`src/rtl/modport_fifo_pkg.sv`:
```
// -----------------------------------------------------------------------------
// modport_fifo_pkg
//   Shared sizing for the modport_fifo codebase slice.
//   WIDTH  : data word width (taken from the shared `WIDTH macro, default 8)
//   DEPTH  : number of FIFO entries (power of two, >= 4)
//   ADDR_W : pointer width, derived from DEPTH
//   data_t : one data word
// -----------------------------------------------------------------------------
`ifndef WIDTH
`define WIDTH 8
`endif

package modport_fifo_pkg;

    localparam int WIDTH  = `WIDTH;
    localparam int DEPTH  = 16;
    localparam int ADDR_W = $clog2(DEPTH);

    typedef logic [WIDTH-1:0] data_t;

endpackage

```
`src/rtl/modport_fifo_mem.sv`:
```
// -----------------------------------------------------------------------------
// fifo_mem
//   DEPTH x WIDTH storage for modport_fifo. Synchronous write port, combinational
//   read address, registered read data. The array itself is never reset; only
//   the read-data register returns to zero on reset.
// Ports
//   clk      in   clock
//   rstn     in   asynchronous active-low reset (read-data register only)
//   we_i     in   write enable
//   waddr_i  in   write address
//   wdata_i  in   write data
//   re_i     in   read enable; loads rdata_o from raddr_i
//   raddr_i  in   read address
//   rdata_o  out  registered read data, holds when re_i is low
// -----------------------------------------------------------------------------
module fifo_mem #(
    parameter int WIDTH  = 8,
    parameter int DEPTH  = 16,
    parameter int ADDR_W = $clog2(DEPTH)
) (
    input  logic              clk,
    input  logic              rstn,
    input  logic              we_i,
    input  logic [ADDR_W-1:0] waddr_i,
    input  logic [WIDTH-1:0]  wdata_i,
    input  logic              re_i,
    input  logic [ADDR_W-1:0] raddr_i,
    output logic [WIDTH-1:0]  rdata_o
);

    logic [WIDTH-1:0] mem_q [DEPTH];
    logic [WIDTH-1:0] rdata_q;

    always_ff @(posedge clk) begin
        if (we_i) begin
            mem_q[waddr_i] <= wdata_i;
        end
    end

    // When the FIFO is full and a read and write hit the same slot in one
    // cycle, the read sees the old word, which is the one being dequeued.
    always_ff @(posedge clk or negedge rstn) begin
        if (!rstn) begin
            rdata_q <= '0;
        end else if (re_i) begin
            rdata_q <= mem_q[raddr_i];
        end
    end

    assign rdata_o = rdata_q;

endmodule

```
`src/rtl/modport_fifo.sv`:
```
// -----------------------------------------------------------------------------
// modport_fifo
//   Single-clock synchronous FIFO between a write-side producer and a read-side
//   consumer. Data accepted on wr_enb is returned in order on rd_enb with one
//   cycle of read latency. Status flags decode combinationally from the count
//   register; overflow/underflow are registered one-cycle error pulses.
// Ports
//   clk        in   clock, all state updates on posedge
//   rstn       in   asynchronous active-low reset
//   wr_enb     in   write request
//   wr_data    in   write data, captured with wr_enb
//   rd_enb     in   read request
//   rd_data    out  registered read data
//   full       out  count == DEPTH
//   empty      out  count == 0
//   half       out  count >= DEPTH/2
//   overflow   out  pulse: previous-cycle write rejected because full
//   underflow  out  pulse: previous-cycle read rejected because empty
// -----------------------------------------------------------------------------
module modport_fifo
    import modport_fifo_pkg::*;
#(
    parameter int WIDTH = modport_fifo_pkg::WIDTH,
    parameter int DEPTH = modport_fifo_pkg::DEPTH
) (
    input  logic             clk,
    input  logic             rstn,
    input  logic             wr_enb,
    input  logic [WIDTH-1:0] wr_data,
    input  logic             rd_enb,
    output logic [WIDTH-1:0] rd_data,
    output logic             full,
    output logic             empty,
    output logic             half,
    output logic             overflow,
    output logic             underflow
);

    localparam int ADDR_W = $clog2(DEPTH);
    localparam int CNT_W  = ADDR_W + 1;

    logic [ADDR_W-1:0] wr_ptr_q, wr_ptr_d;
    logic [ADDR_W-1:0] rd_ptr_q, rd_ptr_d;
    logic [CNT_W-1:0]  count_q, count_d;
    logic              overflow_q, overflow_d;
    logic              underflow_q, underflow_d;
    logic              wr_acc, rd_acc;

    // Flags follow the count register directly, so they move in the same
    // cycle the count does.
    assign full  = (count_q == CNT_W'(DEPTH));
    assign empty = (count_q == '0);
    assign half  = (count_q >= CNT_W'(DEPTH / 2));

    // A write while full is still accepted if a read frees a slot this cycle.
    assign wr_acc = wr_enb && (!full || rd_enb);
    assign rd_acc = rd_enb && !empty;

    always_comb begin
        wr_ptr_d    = wr_ptr_q;
        rd_ptr_d    = rd_ptr_q;
        count_d     = count_q;
        overflow_d  = wr_enb && full && !rd_enb;
        underflow_d = rd_enb && empty;

        // Pointers wrap naturally at ADDR_W bits.
        if (wr_acc) begin
            wr_ptr_d = wr_ptr_q + ADDR_W'(1);
        end
        if (rd_acc) begin
            rd_ptr_d = rd_ptr_q + ADDR_W'(1);
        end

        case ({wr_acc, rd_acc})
            2'b10:   count_d = count_q + CNT_W'(1);
            2'b01:   count_d = count_q - CNT_W'(1);
            default: count_d = count_q;
        endcase
    end

    always_ff @(posedge clk or negedge rstn) begin
        if (!rstn) begin
            wr_ptr_q    <= '0;
            rd_ptr_q    <= '0;
            count_q     <= '0;
            overflow_q  <= 1'b0;
            underflow_q <= 1'b0;
        end else begin
            wr_ptr_q    <= wr_ptr_d;
            rd_ptr_q    <= rd_ptr_d;
            count_q     <= count_d;
            overflow_q  <= overflow_d;
            underflow_q <= underflow_d;
        end
    end

    assign overflow  = overflow_q;
    assign underflow = underflow_q;

    fifo_mem #(
        .WIDTH  (WIDTH),
        .DEPTH  (DEPTH),
        .ADDR_W (ADDR_W)
    ) u_mem (
        .clk     (clk),
        .rstn    (rstn),
        .we_i    (wr_acc),
        .waddr_i (wr_ptr_q),
        .wdata_i (wr_data),
        .re_i    (rd_acc),
        .raddr_i (rd_ptr_q),
        .rdata_o (rd_data)
    );

endmodule

```
`config.mk`:
```
export PLATFORM = sky130hd
export DESIGN_NAME = modport_fifo
export DESIGN_NICKNAME = d
export VERILOG_FILES = /design/src/rtl/modport_fifo_pkg.sv /design/src/rtl/modport_fifo_mem.sv /design/src/rtl/modport_fifo.sv
export SDC_FILE = /design/constraint.sdc
export NUM_CORES = 1
export LEC_CHECK = 0
export CAP_MARGIN = 0
export CORE_ASPECT_RATIO = 0.7
export CORE_UTILIZATION = 35
export CTS_CLUSTER_SIZE = 12
export DETAILED_ROUTE_END_ITERATION = 8
export GPL_TIMING_DRIVEN = 0
export PLACE_DENSITY_LB_ADDON = 0.2
export SYNTH_ARGS = -nofsm -noshare
export SYNTH_HDL_FRONTEND = slang
export SYNTH_SLANG_ARGS = --single-unit
```
`constraint.sdc`:
```
create_clock -name clk -period 7.9 [get_ports clk]
set_clock_uncertainty 0.15 [all_clocks]
set_input_delay 1.185 -clock clk [delete_from_list [all_inputs] [get_ports clk]]
set_output_delay 1.185 -clock clk [all_outputs]
set_load 0.01 [all_outputs]
```
==> run metrics, run 1 <==
status=completed; GRT overflow=0; Slew @ Worst Pin=1120 ps; largest net degree at the start of global routing=24; register-to-register setup slack=4520 ps; 1st-iter DRT viols=252; Synth Flop Type=edfxtp_1; # fillers=~1500; drt pass-1 iters=4; Ports=25; Initial Utilization=36.4%; postcts setup bufs=0; clock buffers created by TritonCTS=17; area grow syn2layout=18.5%; post-DP HPWL=8340 um; Cell Chain, Critical Path=clkdlybuf4s50_1, a21boi_0, clkbuf_1, ha_1, clkbuf_1, xor2_1, ha_1, and3b_1, o21ai_0, a21oi_1, xnor2_1; DR vias/cell=5.00; crit path capture type=flop; Post-synth EDFFs=128; Multi-input gate area=1530 um^2; reg-to-reg endpoint=count_q[4]; final WL=12900 um; dpl ws=3440 ps; WHS Path Cells=1; final worst setup slack=~4000 ps; Final min period=approximately 4000 ps; Max Freq=249 MHz; Design Area, Final=around 7200 um^2; cell count after synthesis=310; Die Ht=112 um; Synth Warn #=0; Clock Latency Late Sink=420 ps; CTS max path bufs=2; FF+latch count, synth=151; kind of cell adding the most delay to the critical path=buffers and inverters; via count=2956; crit share post-route=about half; hold_ws=between 300 and 400 ps; synthesized area per cell=19.5 um^2; core area=16600 um^2; Post-Place Cells=roughly 560; GP Congestion=0.766; Crit Reg-Reg Startpoint=count_q[2]; first-pass GRT wire length=20000 um; FFs w/ async S/R, synth=between 10% and 20%; Seq/Total Area, Yosys=73.2%; Mapped Nets=330; number of cells on the critical path=11; # diodes=0; layout cells sized above 1=24.3%; Worst Path Max Fanout=11; Placed Area=6560 um^2; Hold WC Path Type=flop to flop; max-cap viol count=0; unique cell type count in the Yosys netlist=37; Final Slew Violations=0; Reg area=4420 um^2; P_leak=2.38 nW; CP max-delay cell=clkdlybuf4s50_1; Crit Path Class=input pin to flop; Sink Count=151; crit path buf inv count=3; All-Layer GR Usage=15.8%; Setup violations, final=0; TNS Setup=0 ps; critical path required time=approximately 8100 ps; crit path DAT=~4200 ps; FP Rows=39; Worst Hold Path EP=wr_ptr_q[3]; pwr dens=366 nW/um^2; Final Hold Vio Count=0; die area=17800 um^2; worst hold start=wr_ptr_q[3]; Post-Syn Area=slightly above 6000 um^2; Total Power=roughly 2.6 mW; PostCTS Resize Cnt=0; fin nets=~370; slew margin rel.=25.0%; initial antenna violation count=0; CTS tree=built; critical path startpoint category=input pin; ANT nets after route=0; Clock transition at path regs=roughly 70 ps; Post-CTS Hold Buffers=0; DRC errors left=0; DIE WIDTH=about 160 um; Port-buffer cells=24; vias in the first global route=3151; max incr delay on CP=roughly 560 ps; Root Buffer=clkbuf_16; Avg WL per Cell=21.9 um; IR drop worst, VDD=160 uV; H-tree lvl count=4; worst-case reg-to-reg path depth=12; RSZ-0062 raised after global routing=no; Final Util=43.1%; fin cells=591
-- where the power goes --
part	switching (mW)	internal, mW	leakage [nW]
clock network	0.335	0.472	0.285
registers	0.0638	0.990	1.42
logic	0.396	0.359	0.668
-- cell usage after synthesis, types with 2 or more instances --
cell        n  area share (%)
a21oi_1    11            0.91
and2_1     16             1.7
and3b_1     2            0.29
buf_1       2            0.12
buf_2       7            0.58
clkbuf_1    6            0.37
dfrtp_1    23             9.5
edfxtp_1  128              64
ha_1        8             1.7
inv_1       4            0.25
mux2_2     10             1.9
mux4_2     32              12
nand2_1     3            0.19
nand4_1     2            0.21
nor2_1      3            0.19
nor3_1      2            0.17
nor3b_1     2            0.25
o21ai_0     3            0.25
o22ai_1    16             1.7
or2_2       2            0.21
xnor2_1     7             1.0
xor2_1      6            0.87
-- cell type report --
type | instances | area share [%]
inverters | 5 | 0.262
clock buffers | 17 | 5.95
well taps | 225 | 3.93
plain buffers | 16 | 1.07
repair buffers | 24 | 3.36
flip-flops and latches | 151 | 61.8
multi-input cells | 138 | 21.3
clock inverters | 15 | 2.34
-- how the worst max path moves through the flow --
stage	from	endpoint	slack, ps
6_report	rd_enb	count_q[4]	3890
5_1_grt	rd_enb	count_q[4]	3590
4_1_cts	rd_enb	count_q[4]	3880
3_5_place_dp	rd_enb	count_q[4]	3440
3_3_place_gp	rd_enb	count_q[4]	3510
2_1_floorplan	rd_enb	count_q[4]	4600
-- cell usage in the layout (no fill, tap or decap), drive strengths merged, types with 3 or more instances in the layout --
cell type and instances:
xnor2 7, clkbuf 23, dfrtp 23, mux4 32, xor2 6, clkinv 6, nand2 3, and2 16
inv 10, mux2 10, edfxtp 128, clkdlybuf4s50 24, a21oi 11, ha 8, buf 10, o21ai 3
o22ai 16, nor2 3
-- per-layer routing --
metal  global-route usage, %  up-vias  share of wire (%)
met5                       0        -                  0
met1                    23.7     1533                 47
met4                    5.19        0                1.1
met3                    4.25       11                6.8
met2                    22.3       77                 45
li1                        -     1335                  -
-- flip-flops by register name (all words and copies together) (netlist names) --
register / cells
count_q: 5
overflow: 1
rd_ptr_q: 4
u_mem.mem_q: 128
u_mem.rdata_o: 8
underflow: 1
wr_ptr_q: 4
-- kinds of logic (layout without fill, tap and decap cells) --
logic type,count (synthesis),count (layout),synth area share (%)
adders and majority gates,8,8,1.66
and+or+nand+nor,39,39,4.08
DFF,151,151,73.2
xor gates and xnor gates,13,13,1.89
buffers and inverters,21,77,1.57
AOI/OAI and AO/OA,36,36,3.83
muxes,42,42,13.8
Note: power is estimated with default switching activity, not from simulation.
==> run 2: changes to the inputs <==
==> constraint.sdc (replaced) <==
create_clock -name clk -period 3.55 [get_ports clk]
set_clock_uncertainty 0.15 [all_clocks]
set_input_delay 0.5325 -clock clk [delete_from_list [all_inputs] [get_ports clk]]
set_output_delay 0.5325 -clock clk [all_outputs]
set_load 0.01 [all_outputs]
==> run 2 against run 1 <==
Net effect: sequential cell count did not move; highest routed layer unchanged; cell count did not move; worst hold slack did not move; clock power rose by 120%; global-route usage did not move; first-iteration DRC count did not move; clock-buffer cell count did not move; core utilization barely moved.
==> run metrics, run 2 (synthesis results as in run 1) <==
max-cap viol count=0; pwr dens=814 nW/um^2; Die Ht=112 um; most frequent cells in the layout=edfxtp_1 (128), mux4_2 (32), clkdlybuf4s50_1 (24); clock buffers created by TritonCTS=17; die area=17800 um^2; Clock Latency Late Sink=420 ps; Hold WC Path Type=flop to flop; 1st-iter DRT viols=approximately 250; Setup violations, final=0; Max Freq=between 300 and 400 MHz; Initial Utilization=36.4%; Post-CTS Hold Buffers=0; crit path DAT=3380 ps; post-DP HPWL=8340 um; Worst Path Max Fanout=8; via count=2955; Final Hold Vio Count=0; Final Util=43.1%; ANT nets after route=0; P_leak=2.38 nW; Avg WL per Cell=21.9 um; # diodes=0; Crit Reg-Reg Startpoint=count_q[1]; max incr delay on CP=a little under 600 ps; critical path startpoint category=flop; CTS tree=built; area grow syn2layout=18.5%; Multi-input gate area=1530 um^2; H-tree lvl count=4; Cell Chain, Critical Path=buf_6, or4_4, o31a_4, inv_2, ha_1, clkbuf_1, xor2_1, ha_1, and3b_1, o21ai_0, a21oi_1, xnor2_1; Sink Count=151; Ports=25; crit path buf inv count=3; layout cells sized above 1=24.6%; drt pass-1 iters=4; worst-case reg-to-reg path depth=12; most common cell after layout, fill and taps aside=edfxtp_1; register-to-register setup slack=360 ps; Crit Path Class=flop to flop; DIE WIDTH=159 um; reg-to-reg endpoint=count_q[4]; GP Congestion=0.766; DRC errors left=0; CP max-delay cell=or4_4; All-Layer GR Usage=15.8%; crit path to=count_q[4]; DR vias/cell=5.00; status=completed; Root Buffer=clkbuf_16; final WL=12900 um; FP Rows=39; Port-buffer cells=24; CTS max path bufs=2; Reg with most FFs=u_mem.mem_q; Total Power=5.82 mW; Clock transition at path regs=around 70 ps; postcts setup bufs=0; crit path capture type=flop; TNS Setup=0 ps; first-pass GRT wire length=20000 um; largest net degree at the start of global routing=24; Slew @ Worst Pin=between 1000 and 1500 ps; critical path required time=3740 ps; crit share post-route=89.9%; GRT overflow=0; number of cells on the critical path=12; Reg area=4420 um^2; Final Slew Violations=0; core area=16600 um^2; vias in the first global route=3151; IR drop worst, VDD=357 uV; initial antenna violation count=0; fin nets=373; kind of cell adding the most delay to the critical path=simple AND/OR/NAND/NOR gates; slew margin rel.=25.0%; crit path launch=count_q[1]; Worst path most repeated cell=ha_1; RSZ-0062 raised after global routing=no; # fillers=1461; max reg flops=roughly 130; Final min period=3190 ps
==> run 2: how the worst min path moves through the flow <==
stage / start / end / slack, ps / depth (start not counted)
4_1_cts: wr_ptr_q[3] / wr_ptr_q[3] / 400 / 1
2_1_floorplan: rstn / count_q[0] / 90 / 0
5_1_grt: wr_ptr_q[2] / wr_ptr_q[2] / 450 / 1
6_report: wr_ptr_q[3] / wr_ptr_q[3] / 400 / 1
3_5_place_dp: wr_ptr_q[3] / wr_ptr_q[3] / 390 / 1
3_3_place_gp: wr_ptr_q[3] / wr_ptr_q[3] / 370 / 1
==> run 2: metal layers <==
metal	GRT usage, %	up-vias	wire length (um)
li1	-	1335	-
met1	23.7	1532	6080
met2	22.3	77	5840
met3	4.25	11	883
met4	5.19	0	136
met5	0	-	0
==> run 2: layout make-up <==
type                            instances  area share (%)
Sequential cell                       151            61.8
Multi-Input combinational cell        138            21.3
Clock buffer                           17            5.95
Tap cell                              225            3.93
Timing Repair Buffer                   24            3.36
Clock inverter                         15            2.34
Buffer                                 16            1.08
Inverter                                5           0.262
==> run 2: worst register-to-register path, cell delays in order (launching register included) <==
cell	delay [ps]
dfrtp_1	370
buf_6	130
or4_4	580
o31a_4	350
inv_2	100
ha_1	140
clkbuf_1	290
xor2_1	190
ha_1	220
and3b_1	160
o21ai_0	70
a21oi_1	210
xnor2_1	150
==> run 2: stage by stage <==
step                hold WS, ps  setup slack [ps]  cell area [um^2]  cells
floorplan                  86.9               658              6040    310
finish                      400               358              7160    591
detailed placement          394              -259              6560    559
CTS                         403               160              7150    591
global route                448              49.9              7160    591
global placement            368              -184              6560    559
==> run 2: where the power goes <==
part           total (mW)  internal, mW  switching [mW]
logic                1.68         0.800           0.881
clock network        1.80          1.05           0.746
registers            2.34          2.20           0.142
==> run 2: repair_timing <==
action                                 in CTS  in global routing
gates resized for setup                     0                  2
setup endpoints to repair                   0                  2
endpoints found under the hold margin       0                  0
==> run 3: changes to the inputs <==
--- a/config.mk
+++ b/config.mk
@@ -7,6 +7,7 @@
 export LEC_CHECK = 0
 export CAP_MARGIN = 0
 export CORE_ASPECT_RATIO = 0.7
+export CORE_MARGIN = 4
 export CORE_UTILIZATION = 35
 export CTS_CLUSTER_SIZE = 12
 export DETAILED_ROUTE_END_ITERATION = 8
==> run 3 against run 2 <==
Net effect: global-route usage fell by 2.0 points; worst hold slack about the same; die area is 9.3% higher; combinational power hardly changed; highest routed layer unchanged; register-to-register slack worse by 30 ps; wire length is 2.1% lower; total power up 3.6%; largest power group unchanged; final area grew 0.94%; sequential cell count unchanged; core utilization grew 0.28 points; critical path depth stayed put.
==> run metrics, run 3 (synthesis results as in run 1) <==
fin nets=373; DIE WIDTH=between 150 and 200 um; Reg with most FFs=u_mem.mem_q; kind of cell adding the most delay to the critical path=simple AND/OR/NAND/NOR gates; IR drop worst, VDD=385 uV; vias in the first global route=3122; Worst path most repeated cell=ha_1; Final min period=3230 ps; slew margin rel.=25.9%; clock buffers created by TritonCTS=17; P_leak=2.40 nW; layout cells sized above 1=23.8%; ANT nets after route=0; FP Rows=39; Clock transition at path regs=60 ps; core area=16600 um^2; WHS Path Cells=1; Placed Area=6560 um^2; CTS tree=built; crit share post-route=about nine tenths; Max Freq=310 MHz; crit path capture type=flop; # diodes=0; GRT overflow=0; max reg flops=128; post-DP HPWL=8170 um; Root Buffer=clkbuf_16; CTS max path bufs=2; pwr dens=835 nW/um^2; Die Ht=118 um; All-Layer GR Usage=13.8%; Worst Hold Path EP=wr_ptr_q[3]; Slew @ Worst Pin=1110 ps; H-tree lvl count=4; area grow syn2layout=19.6%; Crit Path Class=flop to flop; initial antenna violation count=0; RSZ-0062 raised after global routing=no; status=completed; CP max-delay cell=or4_4; final WL=12700 um; reg-to-reg endpoint=count_q[4]; worst hold start=wr_ptr_q[3]; via count=3020; Avg WL per Cell=between 20 and 25 um; Port-buffer cells=24; Hold WC Path Type=flop to flop; TNS Setup=0 ps; critical path startpoint category=flop; Worst Path Max Fanout=8; Setup violations, final=0; DR vias/cell=5.11; worst-case reg-to-reg path depth=12; largest net degree at the start of global routing=24; Cell Chain, Critical Path=buf_6, or4_4, o31a_4, inv_2, ha_1, clkbuf_1, xor2_1, ha_1, and3b_1, o21ai_0, a21oi_1, xnor2_1; postcts setup bufs=0; Initial Utilization=~36%; Ports=25; DRC errors left=0; max-cap viol count=0; most common cell after layout, fill and taps aside=edfxtp_1; 1st-iter DRT viols=~220; critical path required time=3730 ps; Final Slew Violations=0; crit path launch=count_q[1]; Sink Count=151; Final Hold Vio Count=0; most frequent cells in the layout=edfxtp_1 (128), mux4_2 (32), clkdlybuf4s50_1 (24); drt pass-1 iters=4; first-pass GRT wire length=a little under 20000 um; Crit Reg-Reg Startpoint=count_q[1]; crit path DAT=3410 ps; max incr delay on CP=580 ps; die area=19500 um^2; crit path buf inv count=3; register-to-register setup slack=320 ps; Clock Latency Late Sink=410 ps; Design Area, Final=7220 um^2; GP Congestion=0.728
## run 3: layout make-up
cell class                      count  area [um^2]
Multi-Input combinational cell    138         1530
Inverter                            5         18.8
Clock inverter                     13          228
Tap cell                          225          282
Clock buffer                       19          433
Fill cell                        1441         9420
Timing Repair Buffer               24          240
Sequential cell                   151         4420
Buffer                             16         77.6
## run 3: metrics by stage
stage / util, % / hold WS [ps] / setup slack [ps] / instances / power, mW
3_5_place_dp: 39.4 / 387 / -212 / 559 / 4.07
3_3_place_gp: 39.4 / 384 / -200 / 559 / 4.05
4_1_cts: 43.4 / 397 / 197 / 591 / 6.10
5_1_grt: 43.4 / 420 / 98.7 / 591 / 6.34
6_report: 43.4 / 400 / 323 / 591 / 6.03
2_1_floorplan: - / 86.9 / 658 / 310 / 3.49
## run 3: where the power goes
| group | total, mW | switching, mW | internal, mW |
|---|---|---|---|
| Combinational | 1.67 | 0.865 | 0.800 |
| Clock | 2.02 | 0.709 | 1.32 |
| Sequential | 2.34 | 0.140 | 2.20 |
## run 3: worst register-to-register path: stages, from the launching register on
cell and delay [ps]:
dfrtp_1 370, buf_6 130, or4_4 580, o31a_4 340, inv_2 120, ha_1 160
clkbuf_1 300, xor2_1 180, ha_1 200, and3b_1 170, o21ai_0 70, a21oi_1 230
xnor2_1 140
## run 3: worst max path at each step
stage	endpoint	slack (ps)	cells past startpoint
after floorplan	count_q[4]	660	12
after global placement	count_q[4]	-200	11
after detailed placement	count_q[4]	-210	11
after CTS	count_q[4]	200	12
after global routing	count_q[4]	100	12
final	count_q[4]	320	12
## run 3: routing by layer
metal	vias to the layer above	track usage (%)	wire (um)
li1	1342	-	-
met1	1606	20.6	6130
met2	62	19.7	5860
met3	10	3.47	550
met4	0	4.52	131
met5	-	0	0
## run 3: what timing repair did
action                                  CTS  global route
gates resized for setup                   0             2
hold buffers                              0             0
endpoints found under the setup margin    0             1
